$ cat src/rtl/dcache_wb_pkg.sv
// Shared types for the write-back data cache: controller state encoding and
// the helper that rebuilds a memory word address from tag/index/word fields.
package dcache_wb_pkg;

    typedef enum logic [2:0] {
        IDLE  = 3'd0,
        WB    = 3'd1,
        FETCH = 3'd2,
        FLUSH = 3'd3,
        DONE  = 3'd4
    } dcache_state_t;

    // Fields arrive zero-extended; the shift amounts come from the cache geometry.
    function automatic logic [31:0] join_addr(input logic [31:0] tag,
                                              input logic [31:0] idx,
                                              input logic [31:0] word,
                                              input int          idx_sh,
                                              input int          tag_sh);
        return (tag << tag_sh) | (idx << idx_sh) | (word << 2);
    endfunction

endpackage

$ cat src/rtl/dcache_frame_array.sv
// Tag/valid/dirty/data storage with one LRU bit per set.
// One write port for hits and fills, one for flush clears; reads are combinational.
module dcache_frame_array
    import dcache_wb_pkg::*;
#(
    parameter int SETS     = 8,
    parameter int WAYS     = 2,
    parameter int BLKWORDS = 2,
    parameter int TW       = 26,
    parameter int IB       = 3,
    parameter int OW       = 1
) (
    input  logic                     clk,
    input  logic                     rst,
    input  logic [IB-1:0]            rd_set,
    input  logic                     rd_way,
    input  logic [OW-1:0]            rd_word,
    output logic [WAYS-1:0]          rd_valid,
    output logic [WAYS-1:0]          rd_dirty,
    output logic [WAYS-1:0][TW-1:0]  rd_tag,
    output logic                     rd_lru,
    output logic [31:0]              rd_data,
    input  logic [IB-1:0]            wr_set,
    input  logic                     wr_way,
    input  logic [OW-1:0]            wr_word,
    input  logic                     data_we,
    input  logic [31:0]              wr_data,
    input  logic                     meta_we,
    input  logic [TW-1:0]            wr_tag,
    input  logic                     wr_valid,
    input  logic                     wr_dirty,
    input  logic                     lru_we,
    input  logic                     lru_val,
    input  logic                     clr_en,
    input  logic [IB-1:0]            clr_set,
    input  logic                     clr_way
);

    logic [TW-1:0]   tag_q   [SETS][WAYS];
    logic [WAYS-1:0] valid_q [SETS];
    logic [WAYS-1:0] dirty_q [SETS];
    logic [31:0]     data_q  [SETS][WAYS][BLKWORDS];
    logic [SETS-1:0] lru_q;

    always_ff @(posedge clk) begin
        if (rst) begin
            for (int s = 0; s < SETS; s++) begin
                valid_q[s] <= '0;
                dirty_q[s] <= '0;
            end
            lru_q <= '0;
        end else begin
            if (meta_we) begin
                valid_q[wr_set][wr_way] <= wr_valid;
                dirty_q[wr_set][wr_way] <= wr_dirty;
            end
            if (clr_en) begin
                valid_q[clr_set][clr_way] <= 1'b0;
                dirty_q[clr_set][clr_way] <= 1'b0;
            end
            if (lru_we) begin
                lru_q[wr_set] <= lru_val;
            end
        end
    end

    // Tags and data are only meaningful under a valid bit, so they need no reset.
    always_ff @(posedge clk) begin
        if (meta_we) begin
            tag_q[wr_set][wr_way] <= wr_tag;
        end
        if (data_we) begin
            data_q[wr_set][wr_way][wr_word] <= wr_data;
        end
    end

    always_comb begin
        rd_valid = valid_q[rd_set];
        rd_dirty = dirty_q[rd_set];
        rd_lru   = lru_q[rd_set];
        rd_data  = data_q[rd_set][rd_way][rd_word];
        for (int w = 0; w < WAYS; w++) begin
            rd_tag[w] = tag_q[rd_set][w];
        end
    end

endmodule

$ cat src/rtl/dcache_wb.sv
// Write-back, write-allocate set-associative data cache for one CPU, with a
// halt-driven flush that writes every dirty block back before raising flushed.
module dcache_wb
    import dcache_wb_pkg::*;
#(
    parameter int CPUID    = 0,
    parameter int SETS     = 8,
    parameter int WAYS     = 2,
    parameter int BLKWORDS = 2
) (
    input  logic        CLK,
    input  logic        RST,
    input  logic        halt,
    input  logic        dmemREN,
    input  logic        dmemWEN,
    input  logic [31:0] dmemaddr,
    input  logic [31:0] dmemstore,
    output logic        dhit,
    output logic [31:0] dmemload,
    output logic        flushed,
    output logic        dREN,
    output logic        dWEN,
    output logic [31:0] daddr,
    output logic [31:0] dstore,
    input  logic        dwait,
    input  logic [31:0] dload
);

    localparam int OB  = $clog2(BLKWORDS);
    localparam int IB  = $clog2(SETS);
    localparam int TW  = 30 - OB - IB;
    localparam int OW  = (OB > 0) ? OB : 1;
    localparam int NF  = SETS * WAYS;
    localparam int FW  = $clog2(NF) + 1;
    localparam int WSH = (WAYS == 2) ? 1 : 0;
    // The channel number only matters to the caches wrapper.
    localparam int unused_cpuid = CPUID;

    dcache_state_t state, next_state;

    logic [OW-1:0] word_cnt;
    logic [FW-1:0] fl_cnt;
    logic          halt_pend;
    logic [IB-1:0] xfer_set;
    logic [TW-1:0] req_tag_q, vic_tag;
    logic          vic_way;

    logic [TW-1:0] req_tag;
    logic [IB-1:0] req_set;
    logic [OW-1:0] req_off;
    logic          req, unused_byte;

    logic [IB-1:0]           rd_set;
    logic                    rd_way;
    logic [OW-1:0]           rd_word;
    logic [WAYS-1:0]         rd_valid, rd_dirty;
    logic [WAYS-1:0][TW-1:0] rd_tag;
    logic                    rd_lru;
    logic [31:0]             rd_data;

    logic          hit_any, hit_way, victim, vic_dirty;
    logic          last_word, xfer_done;
    logic [IB-1:0] fl_set;
    logic          fl_way, fl_dirty, fl_last, fl_step;

    logic [IB-1:0] wr_set, clr_set;
    logic [OW-1:0] wr_word;
    logic [TW-1:0] wr_tag;
    logic [31:0]   wr_data;
    logic          wr_way, data_we, meta_we, wr_valid, wr_dirty;
    logic          lru_we, lru_val, clr_en, clr_way;

    assign req_tag     = dmemaddr[31 -: TW];
    assign req_set     = dmemaddr[2+OB +: IB];
    assign req         = dmemREN | dmemWEN;
    assign unused_byte = ^dmemaddr[1:0];

    if (OB > 0) begin : g_off
        assign req_off = dmemaddr[2 +: OW];
    end else begin : g_no_off
        assign req_off = '0;
    end

    // Flush walks frames set-major, way-minor.
    assign fl_set    = IB'(fl_cnt >> WSH);
    assign fl_way    = (WAYS == 2) ? fl_cnt[0] : 1'b0;
    assign fl_dirty  = rd_valid[fl_way] & rd_dirty[fl_way];
    assign fl_last   = (fl_cnt == FW'(NF - 1));
    assign last_word = (word_cnt == OW'(BLKWORDS - 1));
    assign xfer_done = !dwait && last_word;
    assign fl_step   = !fl_dirty || xfer_done;

    always_comb begin
        rd_set  = xfer_set;
        rd_way  = vic_way;
        rd_word = word_cnt;
        if (state == IDLE) begin
            rd_set  = req_set;
            rd_way  = hit_way;
            rd_word = req_off;
        end else if (state == FLUSH) begin
            rd_set = fl_set;
            rd_way = fl_way;
        end
    end

    // Victim preference: lowest-numbered invalid way, otherwise the LRU way.
    always_comb begin
        hit_any = 1'b0;
        hit_way = 1'b0;
        victim  = (WAYS == 2) ? rd_lru : 1'b0;
        for (int w = WAYS - 1; w >= 0; w--) begin
            if (rd_valid[w] && rd_tag[w] == req_tag) begin
                hit_any = 1'b1;
                hit_way = 1'(w);
            end
            if (!rd_valid[w]) begin
                victim = 1'(w);
            end
        end
        vic_dirty = rd_valid[victim] & rd_dirty[victim];
    end

    dcache_frame_array #(
        .SETS(SETS), .WAYS(WAYS), .BLKWORDS(BLKWORDS), .TW(TW), .IB(IB), .OW(OW)
    ) u_frames (
        .clk(CLK), .rst(RST),
        .rd_set(rd_set), .rd_way(rd_way), .rd_word(rd_word),
        .rd_valid(rd_valid), .rd_dirty(rd_dirty), .rd_tag(rd_tag),
        .rd_lru(rd_lru), .rd_data(rd_data),
        .wr_set(wr_set), .wr_way(wr_way), .wr_word(wr_word),
        .data_we(data_we), .wr_data(wr_data),
        .meta_we(meta_we), .wr_tag(wr_tag), .wr_valid(wr_valid), .wr_dirty(wr_dirty),
        .lru_we(lru_we), .lru_val(lru_val),
        .clr_en(clr_en), .clr_set(clr_set), .clr_way(clr_way)
    );

    always_ff @(posedge CLK) begin
        if (RST) begin
            state <= IDLE;
        end else begin
            state <= next_state;
        end
    end

    always_ff @(posedge CLK) begin
        if (RST) begin
            word_cnt  <= '0;
            fl_cnt    <= '0;
            halt_pend <= 1'b0;
            xfer_set  <= '0;
            req_tag_q <= '0;
            vic_tag   <= '0;
            vic_way   <= 1'b0;
        end else begin
            if (state == IDLE && req && !hit_any) begin
                xfer_set  <= req_set;
                req_tag_q <= req_tag;
                vic_way   <= victim;
                vic_tag   <= rd_tag[victim];
            end
            if ((state == WB || state == FETCH) && halt) begin
                halt_pend <= 1'b1;
            end
            if ((dREN || dWEN) && !dwait) begin
                word_cnt <= last_word ? '0 : word_cnt + OW'(1);
            end
            if (state == FLUSH && fl_step) begin
                fl_cnt <= fl_cnt + FW'(1);
            end
        end
    end

    always_comb begin
        next_state = state;
        unique case (state)
            IDLE: begin
                if (req) begin
                    if (!hit_any) next_state = vic_dirty ? WB : FETCH;
                end else if (halt) begin
                    next_state = FLUSH;
                end
            end
            WB:      if (xfer_done) next_state = (halt || halt_pend) ? FLUSH : FETCH;
            FETCH:   if (xfer_done) next_state = (halt || halt_pend) ? FLUSH : IDLE;
            FLUSH:   if (fl_step && fl_last) next_state = DONE;
            DONE:    next_state = DONE;
            default: next_state = IDLE;
        endcase
    end

    always_comb begin
        dhit     = (state == IDLE) && req && hit_any;
        dmemload = dhit ? rd_data : '0;
        flushed  = (state == DONE);
        dREN     = (state == FETCH);
        dWEN     = (state == WB) || (state == FLUSH && fl_dirty);
        dstore   = dWEN ? rd_data : '0;
        daddr    = '0;
        unique case (state)
            WB:      daddr = join_addr(32'(vic_tag), 32'(xfer_set), 32'(word_cnt), 2 + OB, 2 + OB + IB);
            FETCH:   daddr = join_addr(32'(req_tag_q), 32'(xfer_set), 32'(word_cnt), 2 + OB, 2 + OB + IB);
            FLUSH:   if (fl_dirty) daddr = join_addr(32'(rd_tag[fl_way]), 32'(fl_set), 32'(word_cnt), 2 + OB, 2 + OB + IB);
            default: daddr = '0;
        endcase

        wr_set   = xfer_set;
        wr_way   = vic_way;
        wr_word  = word_cnt;
        wr_data  = dload;
        wr_tag   = req_tag_q;
        wr_valid = 1'b1;
        wr_dirty = 1'b0;
        data_we  = 1'b0;
        meta_we  = 1'b0;
        lru_we   = 1'b0;
        lru_val  = 1'b0;
        clr_en   = (state == FLUSH) && fl_dirty && xfer_done;
        clr_set  = fl_set;
        clr_way  = fl_way;
        if (dhit) begin
            wr_set  = req_set;
            wr_way  = hit_way;
            lru_we  = 1'b1;
            lru_val = (WAYS == 2) ? ~hit_way : 1'b0;
            if (dmemWEN) begin
                wr_word  = req_off;
                wr_data  = dmemstore;
                wr_tag   = req_tag;
                wr_dirty = 1'b1;
                data_we  = 1'b1;
                meta_we  = 1'b1;
            end
        end else if (state == FETCH && !dwait) begin
            data_we = 1'b1;
            meta_we = last_word;
            lru_we  = last_word;
            lru_val = (WAYS == 2) ? ~vic_way : 1'b0;
        end else if (state == WB && xfer_done) begin
            // Victim is clean once written back, so a halt-diverted flush skips it.
            wr_tag  = vic_tag;
            meta_we = 1'b1;
        end
    end

endmodule
$ cat config.mk
export PLATFORM = sky130hd
export DESIGN_NAME = dcache_wb
export DESIGN_NICKNAME = d
export VERILOG_FILES = /design/src/rtl/dcache_wb_pkg.sv /design/src/rtl/dcache_frame_array.sv /design/src/rtl/dcache_wb.sv
export SDC_FILE = /design/constraint.sdc
export NUM_CORES = 2
export LEC_CHECK = 0
export ABC_CLOCK_PERIOD_IN_PS = 18400
export BUFFER_PORTS_ARGS = -buffer_cell sky130_fd_sc_hd__buf_2
export CAP_MARGIN = 30
export CORE_UTILIZATION = 55
export DETAILED_ROUTE_END_ITERATION = 10
export PLACE_DENSITY = 0.7
export SLEW_MARGIN = 20
export SYNTH_ARGS = -nofsm -noshare
export SYNTH_HDL_FRONTEND = slang
export SYNTH_HIERARCHICAL = 1
export SYNTH_SLANG_ARGS = --single-unit
$ cat constraint.sdc
create_clock -name CLK -period 18.4 [get_ports CLK]
set_clock_uncertainty 0.05 [all_clocks]
set_input_delay 1.84 -clock CLK [delete_from_list [all_inputs] [get_ports CLK]]
set_output_delay 1.84 -clock CLK [all_outputs]
set_load 0.03 [all_outputs]
# Yosys cells after proc, flatten, opt, wreduce, memory -nomap -nowiden
# Memory sizes are Yosys's and may differ from the RTL's.
# Cells that the tools add are included.
# Widths: inputs -> output; s select.
# word_totals
n_memories	4
input_bits	102
wordCells	191
regBits	74
ramBits	1472
out_inout_bits	100
# op_classes
n_bitwise	15
muxes	102
n_addsub	2
n_reduce_logical	33
eq_ne	12
order_cmp	14
# memory_table
name	depth	word_bits	rd	rd_ports_with_merged_regs	write_ports	line_no	source
u_frames.data_q	8	128	1	0	1	dcache_frame_array.sv:42	logic [31:0] data_q [SETS][WAYS][BLKWORDS];
u_frames.tag_q	8	52	1	0	1	dcache_frame_array.sv:39	logic [TW-1:0] tag_q [SETS][WAYS];
u_frames.dirty_q	8	2	1	0	8	dcache_frame_array.sv:41	logic [WAYS-1:0] dirty_q [SETS];
u_frames.valid_q	8	2	1	0	8	dcache_frame_array.sv:40	logic [WAYS-1:0] valid_q [SETS];
# op_table
operator	n
$mux 32	9
$mux 64	4
$mux 26	9
$mux 128	1
$or 32x3->32	3
$or 32x6->32	3
$pmux 32 s3	1
$demux 64 s1	1
$eq 26x26->1	2
$mux 52	1
$mux 1	43
$mux 3	13
$demux 32 s1	1
$demux 26 s1	1
$mux 2	12
$logic_and 1x1->1	19
$pmux 3 s5	1
$bwmux 8	1
$ge 2x2->1 const B	4
$lt 3x4->1 const B	2
$not 1->2	4
$reduce_or 2->1	4
$eq 3x2->1 const B	2
$lt 1x2->1 const B	3
21 further kinds	34

# Longest topological paths before layout
# An unclocked memory read counts as a cell.
# logic_depth
word_depth	18
depth_mapped	24
ltp_nobuf	16

# Hierarchy
# Netlist, hierarchy kept.
# modules_own_cells
mod	area_per_inst_um2	instances	cells_per_inst
dcache_frame_array	57745.4	1	3077
dcache_wb	5739.3	1	692

# Worst setup path after synthesis
# Ideal clock, no wire load.
# synth_timing
path_kind	input port to output port
from	input port dmemaddr[3]
to	output port dmemload[25]
arrival_time_ps	5788
cell_stages	19
setup_slack_ps	10722
path_cell_list	nand2_1 > o21ai_0 > buf_6 > buf_2 > mux4_2 > mux2_4 > xor2_1 > nor4_1 > nand4_1 > or4_1 > nand3_1 > o21ai_0 > or2_2 > clkbuf_1 > clkbuf_1 > nor3_1 > a31oi_1 > nand3_1 > and2_1
# synth_lines
item	line_no	source
start: declaration	dcache_wb.sv:16	input logic [31:0] dmemaddr,
end: declaration	dcache_wb.sv:19	output logic [31:0] dmemload,

==> results.cfg <==
[grt]
grt_overflow = 0
grt_max_degree = 144
antenna_found_initial = 6
grt_pass1_vias = 33230
grt_pass1_wl_um = 218900
grt_use_total_pct = 25.80

[yosys]
postSynthAreaPerCell_sq_um = 16.84
synthTopCellsByCount = edfxtp_1 (1440), mux2i_1 (604), a21oi_1 (164)
synth_top_flop_cell = edfxtp_1
synth_most_common_cell = edfxtp_1
ys_seq_elements = 1546
yosysSeqAreaShare_pct = 71.46
syn_inst = 3769
yosysWarnings = 6
synth_top_area_cell = edfxtp_1
async_reset_ff_share_pct = 0
synth_edf_count = 1440
yosys-top-cells-area = edfxtp_1 (68%), mux2i_1 (9.5%), mux4_2 (4.0%), dfxtp_1 (3.3%), mux2_4 (2.1%)
synth.distinct_cells = 56
syn_area_sq_um = 63480
synthDominantCellAreaShare_pct = 68.11

[power_and_ir_drop]
internal_power_mw = 7.045
clkPwrFrac_pct = 29.6
switching_power_mw = 3.368
power_mw = 10.41
leakage_nw = 24.33
irDropWorstVdd_mv = 0.1578
combinationalPowerShare_pct = 31.6
power_density_nw_per_um2 = 146.2
power_frac_seq_pct = 38.8
swShare_pct = 32.34

[placement]
gp_congestion = 0.8303
pre_cts_slack_ns = 8.224
dp.cells = 5336
place_area_sq_um = 66140
dp_hpwl_um = 79740
port_buffers = 197

[clock_tree]
cts_buffers = 153
holdBufCountCts = 0
clk_pin_slew_worst_paths_ns = 0.07
cts.htree.levels = 4
worst_skew_pair.late_latency_ns = 0.77
clock-sinks = 1546
cts_tree = yes
cts_setup_buffers = 0
cts_root_buf = clkbuf_16
ctsResizeCount = 0
cts_buffer_depth = 3

[route]
drt_iter0_markers = 3762
drc_errors = 0
vias_per_cell = 6.130
firstDrtPassIters = 6
drt_wl_total_um = 151300
ant_nets = 0
dr_total_vias = 34560
wire_per_inst_um = 26.85

[sta]
setup_tns_ns = 0
hold_viol = 0
period_share_pct = 56.57
worst_pin_slew_ns = 1.103
setup_ws_ns = 7.992
period_needed_ns = 10.41
report.final.slew_viol_count = 0
rsz0062_at_grt = no
max_freq_ghz = 0.09608
setup_viol = 0
relSlewSlack_pct = 26.44

[layout]
drive_above_1_share_pct = 19.57
nFillCells = 7994
syn_to_final_growth_pct = 12.23
fin_area_sq_um = 71250
nNetsFinal = 4097
fin_cells = 5637

[die]
die_w_um = 341.7
io_pins = 202
start_util_pct = 55.52
rows = 124
chipHeight_um = 341.7
die_area_sq_um = 116800
core_area_sq_um = 114300

[setup_path]
critPathKind = flip-flop to output pin
startpoint_type = flip-flop
endpoint_kind = output pin
crit_fanout = 54
crit_required_ns = 16.51
arrival_ns = 8.52

[run]
max_cap_viol_count = 0

[min_path]
hold_path.class = flip-flop to flip-flop

[run_status]
status = finished clean
==> cells in the final DEF (no fill, tap or decap), drive strengths merged, types with 6 or more instances in the layout <==
cell	n
a211oi	28
a21oi	164
a22o	67
a22oi	122
a31oi	32
and2	66
buf	298
bufinv	15
clkbuf	201
clkinv	62
dfxtp	106
diode	6
edfxtp	1440
inv	17
mux2	95
mux2i	604
mux4	114
nand2	153
nand2b	8
nand3	106
nand3b	10
nand4	7
nor2	157
nor2b	6
nor3	37
nor4	8
o21ai	80
o22ai	26
or3	6
xnor2	20
xor2	36
==> layout make-up <==
type / count / area, sq um / share of cell area (%)
sequential: 1546 / 45360 / 63.67
multi-input combinational: 1977 / 17130 / 24.04
tap: 1512 / 1892 / 2.655
timing repair buffer: 306 / 1844 / 2.589
clock inverter: 88 / 919.6 / 1.291
antenna: 6 / 15.01 / 0.02107
clock buffer: 193 / 4051 / 5.686
inverter: 9 / 33.78 / 0.04742
==> logic make-up (layout without fill, tap and decap cells) <==
family,Yosys count,count (layout),share of synthesized area [%]
compound gates,531,531,5.367
xor+xnor,56,56,0.7726
fa+ha+maj,2,2,0.03941
buf+inv,247,596,2.345
flops,1546,1546,71.46
mux,813,813,15.78
other cells,2,9,0.01183
simple gates,572,572,4.230
==> through the flow <==
| step | utilization, % | hold slack, ns |
|---|---|---|
| 2_1_floorplan | - | 0.3982 |
| 3_3_place_gp | 57.79 | 0.4089 |
| 3_5_place_dp | 57.84 | 0.4159 |
| 4_1_cts | 62.19 | 0.4246 |
| 5_1_grt | 62.30 | 0.4456 |
| 6_report | 62.31 | 0.4241 |
==> sequential cells by signal (all words and copies together), names as in the netlist <==
signal and flops:
xfer_set 3, vic_tag 26, halt_pend 1, req_tag_q 26, fl_cnt 5, u_frames/tag_q 416, state 3, u_frames/valid_q 16
u_frames/lru_q 8, u_frames/data_q 1024, last_word 1, u_frames/dirty_q 16, vic_way 1
==> final timing paths <==
check	from	end	slack, ns	cells past startpoint
worst max-delay path	state[0]	dmemload[31]	7.99	20
worst min-delay path	u_frames/dirty_q[7][0]	u_frames/dirty_q[7][0]	0.42	2
worst max register to register	state[0]	u_frames/data_q[4][74]	9.57	16
worst min register to register	u_frames/dirty_q[7][0]	u_frames/dirty_q[7][0]	0.42	2
==> power groups by stage <==
stage          Clock (mW)  Sequential, mW  Combinational, mW
2_1_floorplan           0            4.09               2.46
3_3_place_gp            0            4.11               3.20
3_5_place_dp            0            4.11               3.24
4_1_cts              3.12            4.04               3.26
5_1_grt              3.26            4.04               3.48
6_report             3.08            4.04               3.29
==> worst max-delay path, cell delays in order (launching register included) <==
cell and delay, ns:
dfxtp_1 0.53, nand3b_1 0.41, mux2i_1 0.25, o21ai_4 0.40, buf_4 0.76, buf_4 0.76, mux4_2 0.41, mux2_4 0.32
xor2_1 0.15, nor4_1 0.25, nand3_1 0.26, nor4_4 0.50, nand3_1 0.13, o21ai_0 0.32, or2_2 0.23, buf_4 0.50
nor3_1 0.18, a31oi_1 0.29, nand3_1 0.48, and2_1 0.31, buf_2 0.17
==> per-layer routing <==
| metal | track usage, % | vias to the layer above | wire length (um) |
|---|---|---|---|
| met5 | 0 | - | 12 |
| met4 | 8.408 | 2 | 4054 |
| met3 | 4.861 | 265 | 12450 |
| met2 | 40.65 | 1559 | 72030 |
| met1 | 36.46 | 17440 | 62780 |
| li1 | - | 15290 | - |
No activity file was read; power rests on OpenSTA's default activity.
